### config.mk
export PLATFORM = sky130hd
export DESIGN_NAME = btb_nway
export DESIGN_NICKNAME = d
export VERILOG_FILES = /design/src/rtl/lc3b_types.sv /design/src/rtl/btb_plru.sv /design/src/rtl/btb_nway.sv
export SDC_FILE = /design/constraint.sdc
export NUM_CORES = 1
export LEC_CHECK = 0
export CORE_MARGIN = 5
export CORE_UTILIZATION = 50
export CTS_CLUSTER_SIZE = 40
export DETAILED_ROUTE_END_ITERATION = 7
export PLACE_DENSITY = 0.66
export SYNTH_ARGS = -nofsm -noshare
export SYNTH_HDL_FRONTEND = slang
export SYNTH_SLANG_ARGS = --single-unit
### constraint.sdc
create_clock -name clk -period 7.4 [get_ports clk]
set_clock_uncertainty 0.05 [all_clocks]
set_input_delay 2.22 -clock clk [delete_from_list [all_inputs] [get_ports clk]]
set_output_delay 2.22 -clock clk [all_outputs]
set_load 0.02 [all_outputs]
### src/rtl/lc3b_types.sv
// Shared types for the branch target buffer.
// Holds the 2-bit saturating direction counter type, its allocation value,
// the BTB controller state type and a counter update helper.
package lc3b_types;

   typedef logic [1:0] ctr_t;

   // Weakly taken: a freshly allocated branch predicts taken.
   localparam ctr_t CTR_INIT = 2'b10;

   typedef enum logic {
      READY = 1'b0,
      FLUSH = 1'b1
   } btb_state_e;

   // Saturating increment on taken, saturating decrement on not-taken.
   function automatic ctr_t ctr_next(input ctr_t c, input logic taken);
      ctr_t r;
      if (taken) begin
         r = (c == 2'b11) ? c : c + 2'd1;
      end else begin
         r = (c == 2'b00) ? c : c - 2'd1;
      end
      return r;
   endfunction

endpackage

### src/rtl/btb_plru.sv
// Tree pseudo-LRU helper for one set.
// Node 0 is the root; node n has children 2n+1 (lower half) and 2n+2 (upper
// half). A node bit of 1 points the victim search at the upper half.
// Ports:
//   bits_cur  - current PLRU bits of the set
//   touch_way - way being touched (hit or allocated)
//   victim    - way the current bits point at
//   bits_next - bits after touching touch_way (path points away from it)
module btb_plru #(
   parameter int unsigned WAYS = 4,
   localparam int unsigned LW = $clog2(WAYS)
) (
   input  logic [WAYS-2:0] bits_cur,
   input  logic [LW-1:0]   touch_way,
   output logic [LW-1:0]   victim,
   output logic [WAYS-2:0] bits_next
);

   always_comb begin
      logic [LW-1:0] node;
      victim = '0;
      node   = '0;
      for (int l = 0; l < int'(LW); l++) begin
         victim = LW'({victim, bits_cur[node]});
         node   = LW'((32'(node) << 1) + 32'd1 + 32'(bits_cur[node]));
      end
   end

   always_comb begin
      logic [LW-1:0] node;
      logic [LW-1:0] w;
      logic          dir;
      bits_next = bits_cur;
      node      = '0;
      w         = touch_way;
      for (int l = 0; l < int'(LW); l++) begin
         dir             = w[LW-1];
         bits_next[node] = ~dir;
         node            = LW'((32'(node) << 1) + 32'd1 + 32'(dir));
         w               = w << 1;
      end
   end

endmodule

### src/rtl/btb_nway.sv
// N-way set-associative branch target buffer with tree-PLRU replacement.
// Ports:
//   clk, reset_n              - clock, asynchronous active-low reset
//   lookup_valid, lookup_pc   - lookup request; answered on pred_* next cycle
//   pred_valid/hit/taken/target - registered lookup response
//   upd_valid/ready/pc/taken/target - resolved-branch update handshake
//   flush, busy               - flush request pulse, flush walk in progress
module btb_nway
   import lc3b_types::*;
#(
   parameter int unsigned WAYS = 4,
   parameter int unsigned SETS = 8
) (
   input  logic        clk,
   input  logic        reset_n,
   input  logic        lookup_valid,
   input  logic [15:0] lookup_pc,
   output logic        pred_valid,
   output logic        pred_hit,
   output logic        pred_taken,
   output logic [15:0] pred_target,
   input  logic        upd_valid,
   output logic        upd_ready,
   input  logic [15:0] upd_pc,
   input  logic        upd_taken,
   input  logic [15:0] upd_target,
   input  logic        flush,
   output logic        busy
);

   localparam int unsigned IDX = $clog2(SETS);
   localparam int unsigned TW  = 15 - IDX;
   localparam int unsigned LW  = $clog2(WAYS);

   btb_state_e     state_q, state_d;
   logic [IDX-1:0] flush_cnt_q, flush_cnt_d;

   logic [WAYS-1:0] valid_q [SETS];
   logic [WAYS-2:0] plru_q  [SETS];
   ctr_t            ctr_q   [SETS][WAYS];
   logic [TW-1:0]   tag_q   [SETS][WAYS];
   logic [15:0]     tgt_q   [SETS][WAYS];

   logic ready;
   assign ready     = (state_q == READY);
   assign busy      = (state_q == FLUSH);
   // A flush request pre-empts a same-cycle update.
   assign upd_ready = ready & ~flush;

   // Bit 0 of a PC never selects anything.
   logic unused_pc_lsb;
   assign unused_pc_lsb = lookup_pc[0] ^ upd_pc[0];

   // Lookup side
   logic [IDX-1:0]  lk_idx;
   logic [TW-1:0]   lk_tag;
   logic            lk_hit;
   logic [LW-1:0]   lk_way;
   logic [WAYS-2:0] lk_plru_next;
   logic [LW-1:0]   lk_victim_unused;

   assign lk_idx = lookup_pc[IDX:1];
   assign lk_tag = lookup_pc[15:IDX+1];

   always_comb begin
      lk_hit = 1'b0;
      lk_way = '0;
      for (int w = 0; w < int'(WAYS); w++) begin
         if (valid_q[lk_idx][w] && (tag_q[lk_idx][w] == lk_tag)) begin
            lk_hit = 1'b1;
            lk_way = LW'(w);
         end
      end
   end

   btb_plru #(.WAYS(WAYS)) u_plru_lk (
      .bits_cur  (plru_q[lk_idx]),
      .touch_way (lk_way),
      .victim    (lk_victim_unused),
      .bits_next (lk_plru_next)
   );

   // Update side
   logic [IDX-1:0]  u_idx;
   logic [TW-1:0]   u_tag;
   logic            u_hit;
   logic [LW-1:0]   u_hit_way;
   logic            u_free;
   logic [LW-1:0]   u_free_way;
   logic [LW-1:0]   u_victim;
   logic [LW-1:0]   u_way;
   logic [WAYS-2:0] u_plru_next;
   logic            u_write;

   assign u_idx = upd_pc[IDX:1];
   assign u_tag = upd_pc[15:IDX+1];

   always_comb begin
      u_hit     = 1'b0;
      u_hit_way = '0;
      for (int w = 0; w < int'(WAYS); w++) begin
         if (valid_q[u_idx][w] && (tag_q[u_idx][w] == u_tag)) begin
            u_hit     = 1'b1;
            u_hit_way = LW'(w);
         end
      end
   end

   // Descending scan so the lowest-numbered invalid way is the one kept.
   always_comb begin
      u_free     = 1'b0;
      u_free_way = '0;
      for (int w = int'(WAYS) - 1; w >= 0; w--) begin
         if (!valid_q[u_idx][w]) begin
            u_free     = 1'b1;
            u_free_way = LW'(w);
         end
      end
   end

   always_comb begin
      u_way   = u_hit ? u_hit_way : (u_free ? u_free_way : u_victim);
      // Hits always train; misses allocate only when taken.
      u_write = upd_valid & upd_ready & (u_hit | upd_taken);
   end

   btb_plru #(.WAYS(WAYS)) u_plru_upd (
      .bits_cur  (plru_q[u_idx]),
      .touch_way (u_way),
      .victim    (u_victim),
      .bits_next (u_plru_next)
   );

   // Controller
   always_comb begin
      state_d     = state_q;
      flush_cnt_d = flush_cnt_q;
      unique case (state_q)
         READY: begin
            if (flush) begin
               state_d     = FLUSH;
               flush_cnt_d = '0;
            end
         end
         FLUSH: begin
            if (flush_cnt_q == IDX'(SETS - 1)) begin
               state_d     = READY;
               flush_cnt_d = '0;
            end else begin
               flush_cnt_d = flush_cnt_q + 1'b1;
            end
         end
         default: begin
            state_d     = READY;
            flush_cnt_d = '0;
         end
      endcase
   end

   always_ff @(posedge clk or negedge reset_n) begin
      if (!reset_n) begin
         state_q     <= READY;
         flush_cnt_q <= '0;
      end else begin
         state_q     <= state_d;
         flush_cnt_q <= flush_cnt_d;
      end
   end

   // Valid, PLRU and counter state
   always_ff @(posedge clk or negedge reset_n) begin
      if (!reset_n) begin
         for (int s = 0; s < int'(SETS); s++) begin
            valid_q[s] <= '0;
            plru_q[s]  <= '0;
            for (int w = 0; w < int'(WAYS); w++) begin
               ctr_q[s][w] <= '0;
            end
         end
      end else if (busy) begin
         valid_q[flush_cnt_q] <= '0;
         plru_q[flush_cnt_q]  <= '0;
      end else begin
         if (lookup_valid && lk_hit) begin
            plru_q[lk_idx] <= lk_plru_next;
         end
         // Later assignment: the update's touch wins on a same-set collision.
         if (u_write) begin
            plru_q[u_idx]         <= u_plru_next;
            valid_q[u_idx][u_way] <= 1'b1;
            ctr_q[u_idx][u_way]   <= u_hit ? ctr_next(ctr_q[u_idx][u_way], upd_taken)
                                           : CTR_INIT;
         end
      end
   end

   // Tag and target storage, not reset
   always_ff @(posedge clk) begin
      if (u_write && upd_taken) begin
         tag_q[u_idx][u_way] <= u_tag;
         tgt_q[u_idx][u_way] <= upd_target;
      end
   end

   // Registered lookup response; during the flush walk lookups report a miss.
   always_ff @(posedge clk or negedge reset_n) begin
      if (!reset_n) begin
         pred_valid  <= 1'b0;
         pred_hit    <= 1'b0;
         pred_taken  <= 1'b0;
         pred_target <= '0;
      end else begin
         pred_valid  <= lookup_valid;
         pred_hit    <= lookup_valid & ready & lk_hit;
         pred_taken  <= lookup_valid & ready & lk_hit & ctr_q[lk_idx][lk_way][1];
         pred_target <= (lookup_valid & ready & lk_hit) ? tgt_q[lk_idx][lk_way] : '0;
      end
   end

endmodule

### Word-level counts from Yosys, hierarchy flattened

Memory sizes are Yosys's and may differ from the RTL's.
Index checks and enable logic that the tools add are counted.

* RAM bits: 896
* bits of input ports: 54
* memories kept: 2
* bits in registers: 143
* word-level logic and storage cells: 236
* output and inout bits: 21

* $lt $le $gt $ge: 16
* $add $sub $neg: 6
* equality and inequality tests: 11
* muxes and demuxes: 104
* reduce and logical (&&, ||, !) cells: 20
* bitwise operators: 23

Memories
* tgt_q: words 8, bits a word 64, read ports 1, clocked after memory_dff 0, write ports 1, line btb_nway.sv:42 `logic [15:0] tgt_q [SETS][WAYS];`
* tag_q: words 8, bits a word 48, read ports 2, clocked after memory_dff 0, write ports 1, line btb_nway.sv:41 `logic [TW-1:0] tag_q [SETS][WAYS];`

Operators with widths (number)
* == test 12 bit: 8
* 2-to-1 mux 24 bit: 4
* bitwise mux 64 bit: 1
* 2-to-1 mux 16 bit: 4
* 2-to-1 mux 32 bit: 2
* 2-to-1 mux 64 bit: 1
* binary-select mux 8 bit (select 3 bit): 2
* bitwise mux 24 bit: 2
* 2-to-1 mux 48 bit: 1
* 2-to-1 mux 2 bit: 21
* 2-to-1 mux 8 bit: 5
* AND 32 bit: 1
* binary-select mux 16 bit (select 2 bit): 1
* demux 16 bit (select 2 bit): 1
* inverter 32 bit: 1
* bitwise OR 32 bit: 1
* demux 3 bit (select 3 bit): 3
* 2-to-1 mux 3 bit: 9
* AND 24 bit: 1
* binary-select mux 4 bit (select 3 bit): 2
* demux 12 bit (select 2 bit): 1
* demux 4 bit (select 3 bit): 2
* demux 8 bit (select 3 bit): 1
* 2-to-1 mux 4 bit: 6
* 33 further kinds: 99

### Longest topological paths before layout

Gate-level depths: netlist of run 1.

* depth after elaboration: 21
* depth in mapped cells: 18
* depth with buffers taken out: 11

### Cells and area by module

From an unflattened synthesis of run 1, not the netlist that was laid out.

* cell total of the unflattened synthesis: 2897
* area total of the unflattened synthesis: 44491.4 um^2

By module, submodules not included
* btb_nway: cells an instance 2883, area each 44398.8 um^2, seq. area each 30484.2 um^2, times used 1
* btb_plru: cells an instance 7, area each 46.3 um^2, seq. area each 0.0 um^2, times used 2

### Least setup slack after synthesis of run 1

Ideal clock, no wire load.

* kind: input -> register
* from: input upd_pc[1]
* to: memory tag_q[2][12] (netlist name) (enable)
* setup slack: 669 ps
* setup time: 413 ps
* data arrival time: 6268 ps
* buffers on the path: 6
* data required time: 6937 ps
* stages: 15
* cell sequence: buf_4 -> buf_6 -> buf_2 -> mux2_2 -> o22ai_1 -> nor3_1 -> nand4b_1 -> or2_2 -> nor4_1 -> a31oi_1 -> or2_2 -> clkbuf_1 -> clkbuf_1 -> clkbuf_1 -> nor2_1

* cells in the longest elaborated chain, start to end: 16
* elaborated cells between the ends (all ways): 47
* those cells by class: add/sub (1); order compare (2); eq/ne (4); mux (29); bitwise (4); reduce/logical (6); memory (1)

Ends and longest elaborated chain
* start, declared: line btb_nway.sv:24 `input logic [15:0] upd_pc,`
* parallel branches: the longest is 16 deep, another holds memory read (8 x 48 bit)
* end, declared: line btb_nway.sv:41

Several ways; the timed one is not identified. The select of a mux whose other input is x is not followed.

### Worst setup path in the final report of run 1

* from: input upd_pc[3]
* to: memory tgt_q[3][20] (netlist name) (enable)

* cells in the longest elaborated chain, start to end: 16
* elaborated cells between the ends (all ways): 47
* those cells by class: add/sub (1); order compare (2); eq/ne (4); mux (29); bitwise (4); reduce/logical (6); memory (1)

Ends and longest elaborated chain (line)
* parallel branches: the longest is 16 deep, another holds memory read (8 x 48 bit)
* end, declared: btb_nway.sv:42

Several ways; the timed one is not identified. The select of a mux whose other input is x is not followed.

==> flow_summary_export.csv, run 1 <==
group,metric,value,unit
run_status,status,"finished, final reports clean",
power,p_int,9.833,mW
synthesis,syn_inst,3228,
sta,post-route-period-util,86.70,%
critical_path,critPathSlowestCell,"or2_2",
synthesis,yosysWarnings,0,
sta,tns,0,ns
synthesis,ys_dominant_reg_cell,"edfxtp_1",
sta,max-slew-margin-rel,12.78,%
cts,post_cts_resized,0,
finish,multiInputGateArea,14840,um2
critical_path,crit_buf_inv,5,
placement,placed_cell_area,49800,um2
route,drc,0,
finish,layout.nets,3467,
synthesis,synth-seq-cells,1039,
route,vias_per_cell,6.837,
synthesis,synth_top_area_share,58.17,%
synthesis,synth-edff-count,896,
floorplan,initial_utilization,50.39,%
global_route,grt_max_degree,104,
cts,cts_setup_buffers,0,
synthesis,synthArstFlopShare,13.76,%
power,p_per_area,245.9,nW/um2
placement,hpwl,97.30,mm
route,drt_wl_total,155.9,mm
global_route,track_usage,30.99,%
floorplan,ios,75,
hold_path,hold_path.class,"reg -> reg",
cts,cts_hold_buffers,0,
cts,clkTransAtPathRegs,0.06,ns
sta,setup-violations-final,0,
global_route,grt-ovfl-total,0,
power,ir_drop,220.5,uV
cts,cts_buffers,105,
global_route,grt_pass1_wl,223.6,mm
sta,final.min_clock_period,6.416,ns
sta,tightest_slew,1.308,ns
cts,htree_levels,3,
power,pwr-share-seq,49.8,%
cts,cts_buffer_depth,3,
run,max_cap_violations,0,
power,sw_frac_of_total,24.69,%
finish,fin_area,53100,um2
finish,drive_gt1_share,18.01,%
floorplan,die_y,314.2,um
power,comb_power_share,10.5,%
sta,hold_violations,0,
placement,numPortBuffers,72,
power,power.switching,3.223,mW
finish,final_util,57.84,%
cts,cts.sinks,1039,
critical_path,cp.required,7.69,ns
route,drtIter0Drc,4584,
cts,root_buffer,"clkbuf_16",
cts,cts_tree,"built",
synthesis,synth_common_cells,"edfxtp_1, o22ai_1, mux2i_1",
synthesis,ys_types,92,
sta,fmax,155.9,MHz
sta,drv_slew,0,
critical_path,startpoint_type,"input pin",
finish,area_growth,14.79,%
power,p_leak,18.31,nW
synthesis,synth_top_area_cell,"edfxtp_1",
global_route,grt_pass1_vias,32031,
critical_path,path_delay_family,"simple AND/OR/NAND/NOR gates",
route,drt_first_pass_iters,6,
synthesis,yosysSeqAreaShare,65.90,%
floorplan,fp.dieW,314.2,um
global_route,antenna_found_initial,7,
critical_path,critPathMostFrequentCell,"buf_4",
critical_path,max_stage_delay,0.63,ns
floorplan,coreArea,91800,um2
synthesis,synth.most_common_cell,"edfxtp_1",
power,pwr-share-clk,39.7,%
synthesis,yosys-top-cells-area,"edfxtp_1, dfrtp_1, mux2i_1, mux4_2, o22ai_1",
critical_path,end_kind,"flip-flop",
floorplan,dieArea,98700,um2
route,vias,32386,
synthesis,avgSynthCellArea,14.33,um2
synthesis,syn_nets,3284,
critical_path,worstSetupPathType,"in -> reg",
finish,ff_latch_area,30480,um2
placement,place_congestion,0.9538,
sta,rsz0062_at_grt,"false",
finish,fillers,7068,
floorplan,fp-row-count,111,
route,wl_per_cell,32.92,um
critical_path,crit_path_cell_trace,"buf_4 -> buf_4 -> nand2b_1 -> buf_4 -> o22ai_1 -> nor3_1 -> nand4b_1 -> or2_2 -> nor4_1 -> buf_4 -> a31oi_1 -> or2_2 -> nor2_4 -> buf_4",
critical_path,critical_path_arrival,6.71,ns
route,ant_nets,0,
cts,insertion_delay,0.70,ns
critical_path,crit_fanout,28,
synthesis,netlist_area,46260,um2
[registers in the layout (all words and copies together) (netlist names)]
name	cells
pred_target	16
tgt_q	512
busy	1
pred_hit	1
pred_taken	1
plru_q	24
ctr_q	64
valid_q	32
pred_valid	1
tag_q	384
flush_cnt_q	3
[power groups by stage]
| stage | sequential (mW) | combinational, mW | clock, mW |
|---|---|---|---|
| floorplan | 6.59 | 0.772 | 0 |
| global placement | 6.62 | 1.31 | 0 |
| detailed placement | 6.63 | 1.34 | 0 |
| CTS | 6.50 | 1.34 | 5.24 |
| global route | 6.51 | 1.44 | 5.47 |
| finish | 6.51 | 1.36 | 5.19 |
[path summary, 6_finish.rpt]
kind	depth (start not counted)	slack, ns	to	from
max in group asynchronous	2	4.43	pred_target[7]	reset_n
max reg2reg	13	2.87	ctr_q[5]	tag_q[3][12]
min	1	0.45	plru_q[0]	plru_q[0]
min in group asynchronous	1	1.62	flush_cnt_q[2]	reset_n
min reg2reg	1	0.45	plru_q[0]	plru_q[0]
max	14	0.98	tgt_q[3][20]	upd_pc[3]
[cell families (layout without fill, tap and decap cells)]
family	count (synthesis)	in the layout	synth area share [%]
compound gates	839	839	12.24
xor+xnor	65	65	1.231
fa+ha+maj	3	3	0.07843
buf+inv	247	512	2.651
flops	1039	1039	65.90
mux	379	379	10.65
other cells	0	1	0
simple gates	656	656	7.246
[stage by stage]
stage               std cells  power [mW]  setup WS [ns]  hold slack, ns
floorplan                3228       7.367         0.6687          0.3989
global placement         4547       7.930         0.4776          0.4246
detailed placement       4547       7.961         0.4159          0.4312
CTS                      4736       13.09          1.141          0.4474
global route             4736       13.42         0.8311          0.4598
finish                   4737       13.06         0.9841          0.4482
[placed cells by master (no fill, tap or decap), types with 69 or more instances in the layout]
| master | n |
|---|---|
| dfrtp_1 | 143 |
| a21oi_1 | 72 |
| o22ai_1 | 267 |
| edfxtp_1 | 896 |
| o21ai_0 | 141 |
| buf_4 | 200 |
| mux2_2 | 69 |
| nor2_1 | 144 |
| mux2i_1 | 224 |
| mux4_2 | 83 |
| nand2_1 | 146 |
| clkbuf_16 | 105 |
[area by class of cell]
| type | instances | area share [%] |
|---|---|---|
| sequential | 1039 | 57.41 |
| multi-input combinational | 1942 | 27.94 |
| timing repair buffer | 300 | 5.346 |
| clock buffer | 135 | 5.255 |
| tap | 1243 | 2.929 |
| clock inverter | 54 | 0.9520 |
| inverter | 23 | 0.1626 |
| antenna | 1 | 0.004713 |
[per-layer routing]
layer,track usage (%),share of wire [%],vias to the layer above
li1,-,-,13353
met5,0,0.021,-
met4,15.81,6.0,6
met2,48.59,46,2177
met3,6.201,11,487
met1,41.55,38,16363
Power figures use the tool's default switching activity.
==> run 2, diff against run 1 <==
ABC_CLOCK_PERIOD_IN_PS = 7400   (was unset)
SETUP_SLACK_MARGIN = 0.2   (was unset)
==> results of run 2 <==
No change in the layout: final DEF, timing and power equal those of run 1.
